==> config.mk <==
export PLATFORM = sky130hd
export DESIGN_NAME = gemm_tile_sequencer
export DESIGN_NICKNAME = d
export VERILOG_FILES = /design/src/rtl/tc_seq_pkg.sv /design/src/rtl/tile_idx_stage.sv /design/src/rtl/gemm_tile_sequencer.sv
export SDC_FILE = /design/constraint.sdc
export NUM_CORES = 1
export LEC_CHECK = 0
export CORE_UTILIZATION = 57
export CTS_CLUSTER_DIAMETER = 150
export DETAILED_ROUTE_END_ITERATION = 12
export MAX_ROUTING_LAYER = met4
export PLACE_DENSITY = 0.95
export SYNTH_ARGS = -nofsm -noshare
export SYNTH_HDL_FRONTEND = slang
export SYNTH_SLANG_ARGS = --single-unit
==> constraint.sdc <==
create_clock -name CLK -period 8.1 [get_ports CLK]
set_clock_uncertainty 0.15 [all_clocks]
set_input_delay 1.62 -clock CLK [delete_from_list [all_inputs] [get_ports CLK]]
set_output_delay 1.62 -clock CLK [all_outputs]
set_load 0.005 [all_outputs]
==> src/rtl/tc_seq_pkg.sv <==
// ============================================================================
// Module : tc_seq_pkg
// Brief  : Shared types for the tensor-core GEMM tile sequencer.
// Rev    : 1.0
// ============================================================================
`default_nettype none

package tc_seq_pkg;

    localparam int IDX_W = 8;

    typedef logic [IDX_W-1:0] tile_idx_t;

    typedef enum logic [1:0] {
        IDLE  = 2'd0,
        ISSUE = 2'd1,
        DONE  = 2'd2
    } seq_state_t;

endpackage

`default_nettype wire

==> src/rtl/tile_idx_stage.sv <==
// ============================================================================
// Module : tile_idx_stage
// Brief  : One tile-index register; wraps at limit-1 and reports the wrap.
// Rev    : 1.0
// ============================================================================
`default_nettype none

module tile_idx_stage #(
    parameter int W = 8
) (
    input  logic         CLK,
    input  logic         nRST,
    input  logic         i_inc,
    input  logic         i_clr,
    input  logic [W-1:0] i_limit,
    output logic [W-1:0] o_idx,
    output logic         o_wrap
);

    logic [W-1:0] r_idx;
    logic [W-1:0] w_last;

    // limit is never 0 while incrementing, so limit-1 cannot underflow in use
    assign w_last = i_limit - {{(W-1){1'b0}}, 1'b1};
    assign o_wrap = i_inc && (r_idx == w_last);
    assign o_idx  = r_idx;

    always_ff @(posedge CLK or negedge nRST) begin
        if (!nRST) begin
            r_idx <= '0;
        end else if (i_clr) begin
            r_idx <= '0;
        end else if (i_inc) begin
            r_idx <= o_wrap ? '0 : r_idx + {{(W-1){1'b0}}, 1'b1};
        end
    end

endmodule

`default_nettype wire

==> src/rtl/gemm_tile_sequencer.sv <==
// ============================================================================
// Module : gemm_tile_sequencer
// Brief  : Walks (m,n,k) GEMM tiles, k innermost, issuing one command per step.
//          Optional SEQ_PERF_EN adds stall/issue cycle counters.
// Rev    : 1.0
// ============================================================================
`default_nettype none

module gemm_tile_sequencer
    import tc_seq_pkg::*;
#(
    parameter int IDX_W = 8
) (
    input  logic             CLK,
    input  logic             nRST,
    input  logic             start,
    input  logic [IDX_W-1:0] m_tiles,
    input  logic [IDX_W-1:0] n_tiles,
    input  logic [IDX_W-1:0] k_tiles,
    input  logic             abort,
    output logic             cmd_valid,
    input  logic             cmd_ready,
    output logic [IDX_W-1:0] cmd_m,
    output logic [IDX_W-1:0] cmd_n,
    output logic [IDX_W-1:0] cmd_k,
    output logic             cmd_first_k,
    output logic             cmd_last_k,
    output logic             busy,
    output logic             done,
`ifdef SEQ_PERF_EN
    output logic [31:0]      stall_cycles,
    output logic [31:0]      issue_cycles,
`endif
    output logic             cfg_err
);

    seq_state_t       r_state;
    logic [IDX_W-1:0] r_m_tiles, r_n_tiles, r_k_tiles;
    logic             r_cfg_err;
    logic             w_issue, w_hs, w_cnt_ok, w_accept, w_clr;
    logic             w_k_wrap, w_n_wrap, w_m_wrap;

    assign w_issue  = (r_state == ISSUE);
    assign w_hs     = w_issue && cmd_ready;
    assign w_cnt_ok = (|m_tiles) && (|n_tiles) && (|k_tiles);
    assign w_accept = (r_state == IDLE) && start && w_cnt_ok;
    // Abort leaves indices at zero so the next job starts clean
    assign w_clr    = w_accept || (w_issue && abort);

    tile_idx_stage #(.W(IDX_W)) u_k (
        .CLK(CLK), .nRST(nRST), .i_inc(w_hs), .i_clr(w_clr),
        .i_limit(r_k_tiles), .o_idx(cmd_k), .o_wrap(w_k_wrap)
    );

    tile_idx_stage #(.W(IDX_W)) u_n (
        .CLK(CLK), .nRST(nRST), .i_inc(w_k_wrap), .i_clr(w_clr),
        .i_limit(r_n_tiles), .o_idx(cmd_n), .o_wrap(w_n_wrap)
    );

    tile_idx_stage #(.W(IDX_W)) u_m (
        .CLK(CLK), .nRST(nRST), .i_inc(w_n_wrap), .i_clr(w_clr),
        .i_limit(r_m_tiles), .o_idx(cmd_m), .o_wrap(w_m_wrap)
    );

    always_ff @(posedge CLK or negedge nRST) begin
        if (!nRST) begin
            r_state   <= IDLE;
            r_m_tiles <= '0;
            r_n_tiles <= '0;
            r_k_tiles <= '0;
            r_cfg_err <= 1'b0;
        end else begin
            r_cfg_err <= (r_state == IDLE) && start && !w_cnt_ok;
            if (w_accept) begin
                r_m_tiles <= m_tiles;
                r_n_tiles <= n_tiles;
                r_k_tiles <= k_tiles;
            end
            case (r_state)
                IDLE:    if (w_accept) r_state <= ISSUE;
                ISSUE: begin
                    if (abort)         r_state <= IDLE;
                    else if (w_m_wrap) r_state <= DONE;
                end
                DONE:    r_state <= IDLE;
                default: r_state <= IDLE;
            endcase
        end
    end

    assign cmd_valid   = w_issue;
    assign busy        = (r_state != IDLE);
    assign done        = (r_state == DONE);
    assign cfg_err     = r_cfg_err;
    assign cmd_first_k = (cmd_k == '0);
    assign cmd_last_k  = (cmd_k == (r_k_tiles - {{(IDX_W-1){1'b0}}, 1'b1}));

`ifdef SEQ_PERF_EN
    logic [31:0] r_stall_cycles, r_issue_cycles;

    always_ff @(posedge CLK or negedge nRST) begin
        if (!nRST) begin
            r_stall_cycles <= '0;
            r_issue_cycles <= '0;
        end else if (w_accept) begin
            r_stall_cycles <= '0;
            r_issue_cycles <= '0;
        end else if (w_issue) begin
            if (r_issue_cycles != 32'hFFFF_FFFF)
                r_issue_cycles <= r_issue_cycles + 32'd1;
            if (!cmd_ready && (r_stall_cycles != 32'hFFFF_FFFF))
                r_stall_cycles <= r_stall_cycles + 32'd1;
        end
    end

    assign stall_cycles = r_stall_cycles;
    assign issue_cycles = r_issue_cycles;
`endif

endmodule

`default_nettype wire

; ---- After elaboration in Yosys (flattened, before gate mapping)
; Index checks and enable logic that the tools add are counted.
[totals]
output_inout_bits = 30
elab_cells = 56
inputBits = 29
reg_bits = 51
[classes]
addsub = 6
n_eq_ne = 7
reduce_logical = 22
muxes = 13
[ops]
columns = op, n
row1 = 8-bit two-way mux, 9
row2 = 8-bit by 1-bit adder with 8-bit output (second input constant), 3
row3 = 8-bit == test, 3
row4 = 8-bit OR reduction, 3
row5 = 8-bit by 1-bit subtractor with 8-bit output (second input constant), 3
row6 = 1-bit logical AND, 10
row7 = 8-bit logical NOT, 1
row8 = 2-bit nonzero test, 4
row9 = 2-bit two-way mux, 3
row10 = 2-bit one-hot mux with 2 select lines, 1
row11 = 3-bit by 2-bit != test with 1-bit output (second input constant), 1
row12 = 2-bit by 1-bit == test with 1-bit output (second input constant), 1
row13 = 2-bit == test (second input constant), 1
row14 = 2-bit logical NOT, 1
row15 = 2-bit != test (second input constant), 1
row16 = 2-bit AND reduction, 1
row17 = 1-bit logical NOT, 1
row18 = 1-bit logical OR, 1

; ---- Logic depth before layout (Yosys ltp)
[depth]
ltp_word = 8
depth_mapped = 10
ltp_nobuf = 9

; ---- Hierarchy
; Synthesis repeated with hierarchy kept, for this count alone.
[hier_totals]
hier_cells = 367
hier_area_um2 = 3544.6
[by_module_without_submodules]
columns = module, cells_per_inst, area_each_um2, instances
row1 = tile_idx_stage, 85, 726.9, 3
row2 = gemm_tile_sequencer, 112, 1363.8, 1

; ---- Worst setup path after synthesis
; Ideal clock, no wire load.
[synth_timing]
path_type = register to output
startpoint = reg r_k_tiles[0]
endpoint = out cmd_last_k
path_stages_with_launch = 8
path_slack_ps = 4611
path_buffers = 0
required_time_ps = 6330
t_arrival_ps = 1719
path_cell_list = dfrtp_1 > inv_1 > ha_1 > nor3b_1 > nand2_1 > xnor2_1 > nor4_2 > and2_1
[synth_between]
elab_chain_len = 2
[synth_rtl]
columns = element, line_no
row1 = from (decl), gemm_tile_sequencer.sv:38  ; logic [IDX_W-1:0] r_m_tiles, r_n_tiles, r_k_tiles;
row2 = from (signal assigned), gemm_tile_sequencer.sv:77  ; r_k_tiles <= k_tiles;
row3 = 8-bit by 1-bit subtractor with 8-bit output, gemm_tile_sequencer.sv:96  ; assign cmd_last_k = (cmd_k == (r_k_tiles - {{(IDX_W-1){1'b0}}, 1'b1}));
row4 = 8-bit == test, gemm_tile_sequencer.sv:96
row5 = to (decl), gemm_tile_sequencer.sv:27  ; output logic cmd_last_k,
; No other way between the ends.

; ---- Worst setup path after layout
; Same ends and word-level chain as after synthesis.

==> impl_metrics.tcl <==
set metrics [dict create \
    status "finished clean" \
    synthCells 326 \
    clk_latency_ns 0.31 \
    vias_per_cell 5.98 \
    synth-edff-count 0 \
    vias 2703 \
    antenna_found_initial 0 \
    instances_no_fill 452 \
    crit_arrival_ns 2.85 \
    ys.flop_type "dfrtp_1" \
    seqPwrFrac_pct 46.9 \
    critical_path.cell_chain "inv_1 > ha_1 > nor3b_1 > nand2_1 > xnor2_1 > nor4_2 > and2_1 > clkdlybuf4s50_1" \
    slowest_delay_ns 0.53 \
    routabilityCongestion 0.861 \
    rsz0062_at_grt "no" \
    synth_largest_area_cell "dfrtp_1" \
    die_w_um 76.2 \
    finalSetupTns_ns 0 \
    p_clk_share_pct 26.1 \
    synth-seq-cells 51 \
    drv_cap 0 \
    p_int_uw 484 \
    syn_to_final_growth_pct 23.5 \
    ctsLongestPathBuffers 2 \
    cts_tree "yes" \
    synth_top_cell_area_share_pct 40.6 \
    fin_crit_ns 4.62 \
    p_per_area_mw_per_mm2 181 \
    wirelength_mm 7.34 \
    start_util_pct 60.3 \
    synth-async-reset-ratio_pct 100 \
    report.final.slew_viol_count 0 \
    critical_path_buf_inv_count 2 \
    fin_crit_sh_pct 57.1 \
    hold_violations 0 \
    setup_violations 0 \
    switching_power_uw 217 \
    place_area_mm2 0.00376 \
    reg2reg_from "r_k_tiles[0]" \
    cts_buffers 5 \
    grt_max_degree 52 \
    hold_class "reg -> reg" \
    r2r_end "u_n.o_idx[4]" \
    grt_overflow 0 \
    die-area_mm2 0.00581 \
    drcViolationCount 0 \
    tightest_slew_ns 1.11 \
    rr_worst_depth 9 \
    grt_pass1_wl_mm 12.4 \
    postCtsSetupBuffers 0 \
    cts_resized 0 \
    relSlewSlack_pct 26.2 \
    ir_drop_v 0.000125 \
    cts-root-buf "clkbuf_8" \
    ctsHoldBuffers 0 \
    crit_type "reg -> out" \
    cts_sinks 51 \
    ys.warnings.count 0 \
    netlist_area_mm2 0.00314 \
    postSynthAreaPerCell_um2 9.63 \
    ff2ff_setup_slack_ns 4.88 \
    worstHoldStart "r_n_tiles[7]" \
    final_nets 417 \
    antenna_left 0 \
    ys_seq_area_share_pct 40.6 \
    crit_family "simple AND/OR/NAND/NOR gates" \
    p_sw_share_pct 31.0 \
    grt.total_usage_pct 27.2 \
    grt_pass1_vias 2688 \
    cts.reportedPaths.clkPinSlew_ns 0.09 \
    htreeDepth 2 \
    p_total_uw 701 \
    row_count 26 \
    hold_depth 1 \
    design_area_mm2 0.00388 \
    insertedDiodeCount 0 \
    clock.fmax_ghz 0.216 \
    end_kind "output port" \
    firstDrtPassIters 4 \
    cp_max_fo 4 \
    drtIter0Drc 208 \
    netlist_top_cells_area "dfrtp_1 41%, mux2_2 8.6%, xor2_1 4.7%" \
    critPathRequiredTime_ns 6.33 \
    drive_above_1_share_pct 12.3 \
    dp_hpwl_mm 5.35 \
    crit_slowest_cell "clkdlybuf4s50_1" \
    core_mm2 0.00520 \
    synth.distinct_cells 59 \
    min_to "r_n_tiles[7]" \
    dp.cells 444 \
    die_h_um 76.2 \
    boundaryPins 59 \
    synth_nets 362 \
    io_buffers 58 \
    leakagePower_nw 1.57 \
    start_kind "register" \
    combPwrFrac_pct 26.9 \
    wl_per_cell_um 16.2 \
]
-- routing by layer --
metal | wire (um) | global-route usage [%] | vias up
li1 | - | - | 1279
met1 | 3120 | 32.4 | 1332
met2 | 3820 | 46.8 | 83
met3 | 311 | 4.91 | 9
met4 | 90 | 8.65 | 0
met5 | 0 | - | -
-- cell usage in the layout (no fill, tap or decap), types with 12 or more instances in the layout --
cell / n
a21oi_1: 17
inv_1: 16
xnor2_1: 16
dfrtp_1: 51
xor2_1: 17
nand2_1: 31
nor2_1: 19
nand3_1: 12
mux2_2: 24
clkdlybuf4s50_1: 57
-- cell families (layout without fill, tap and decap cells) --
family | count (synthesis) | after routing | synth area share (%)
AND/OR/NAND/NOR | 132 | 132 | 23.9
buffers and inverters | 26 | 82 | 3.27
XOR/XNOR | 33 | 33 | 9.20
AO/OA/AOI/OAI | 51 | 51 | 11.0
flip-flops | 51 | 51 | 40.6
multiplexers | 25 | 25 | 8.92
adder cells (fa/ha/maj) | 8 | 8 | 3.11
-- through the flow --
step | worst slack [ns] | util (%) | hold slack [ns]
3_5_place_dp | 3.60 | 72.3 | 0.381
3_3_place_gp | 3.70 | 72.3 | 0.364
2_1_floorplan | 4.61 | - | 0.350
4_1_cts | 3.52 | 74.5 | 0.402
5_1_grt | 3.27 | 74.5 | 0.426
6_report | 3.48 | 74.5 | 0.403
-- power by group through the flow --
| stage | registers (mW) | clock network [mW] | logic, mW |
|---|---|---|---|
| after floorplan | 0.321 | 0 | 0.138 |
| after global placement | 0.330 | 0 | 0.179 |
| after detailed placement | 0.333 | 0 | 0.186 |
| after CTS | 0.328 | 0.185 | 0.189 |
| after global routing | 0.334 | 0.198 | 0.208 |
| final | 0.329 | 0.183 | 0.189 |
-- worst max path at each step --
| stage | from | endpoint | slack (ns) | cells past startpoint |
|---|---|---|---|---|
| after floorplan | r_k_tiles[0] | cmd_last_k | 4.61 | 7 |
| after global placement | k_tiles[5] | u_m.o_idx[7] | 3.70 | 8 |
| after detailed placement | k_tiles[4] | u_m.o_idx[5] | 3.60 | 8 |
| after CTS | r_k_tiles[0] | cmd_last_k | 3.52 | 8 |
| after global routing | r_k_tiles[0] | cmd_last_k | 3.27 | 8 |
| final | r_k_tiles[0] | cmd_last_k | 3.48 | 8 |
-- sequential cells by signal, summed over array words and instances (netlist names) --
| name | flops |
|---|---|
| r_n_tiles | 8 |
| r_k_tiles | 8 |
| u_n.o_idx | 8 |
| cfg_err | 1 |
| u_k.o_idx | 8 |
| u_m.o_idx | 8 |
| r_m_tiles | 8 |
| r_state | 2 |
-- final cells by class --
| type | instances | area [um2] |
|---|---|---|
| well taps | 70 | 87.6 |
| repair buffers | 58 | 576 |
| clock buffers | 6 | 82.6 |
| multi-input cells | 249 | 1760 |
| clock inverters | 2 | 35.0 |
| flip-flops and latches | 51 | 1280 |
| inverters | 16 | 60.1 |
| fillers | 364 | 1330 |
-- synth_stat cells, drive strengths merged (2+ instances only) --
cell type / n
a21o: 2
a21oi: 17
a311oi: 2
a31oi: 3
and2: 3
and3: 2
and3b: 2
buf: 4
clkbuf: 6
dfrtp: 51
ha: 7
inv: 16
mux2: 24
nand2: 32
nand2b: 3
nand3: 12
nand4: 10
nor2: 19
nor2b: 7
nor3: 5
nor3b: 3
nor4: 10
o211ai: 3
o21ai: 7
o22ai: 6
or2: 6
or3: 11
or4b: 2
xnor2: 16
xor2: 17
-- worst register-to-register path, cell delays in order, from the launching register on --
cell and delay (ns):
dfrtp_1 0.43, inv_1 0.08, ha_1 0.17, nor3b_1 0.37, nand2_1 0.12, xnor2_1 0.16
nor4_2 0.42, nand3_1 0.48, or4b_1 0.62, a21oi_1 0.15
Power figures use the tool's default switching activity.
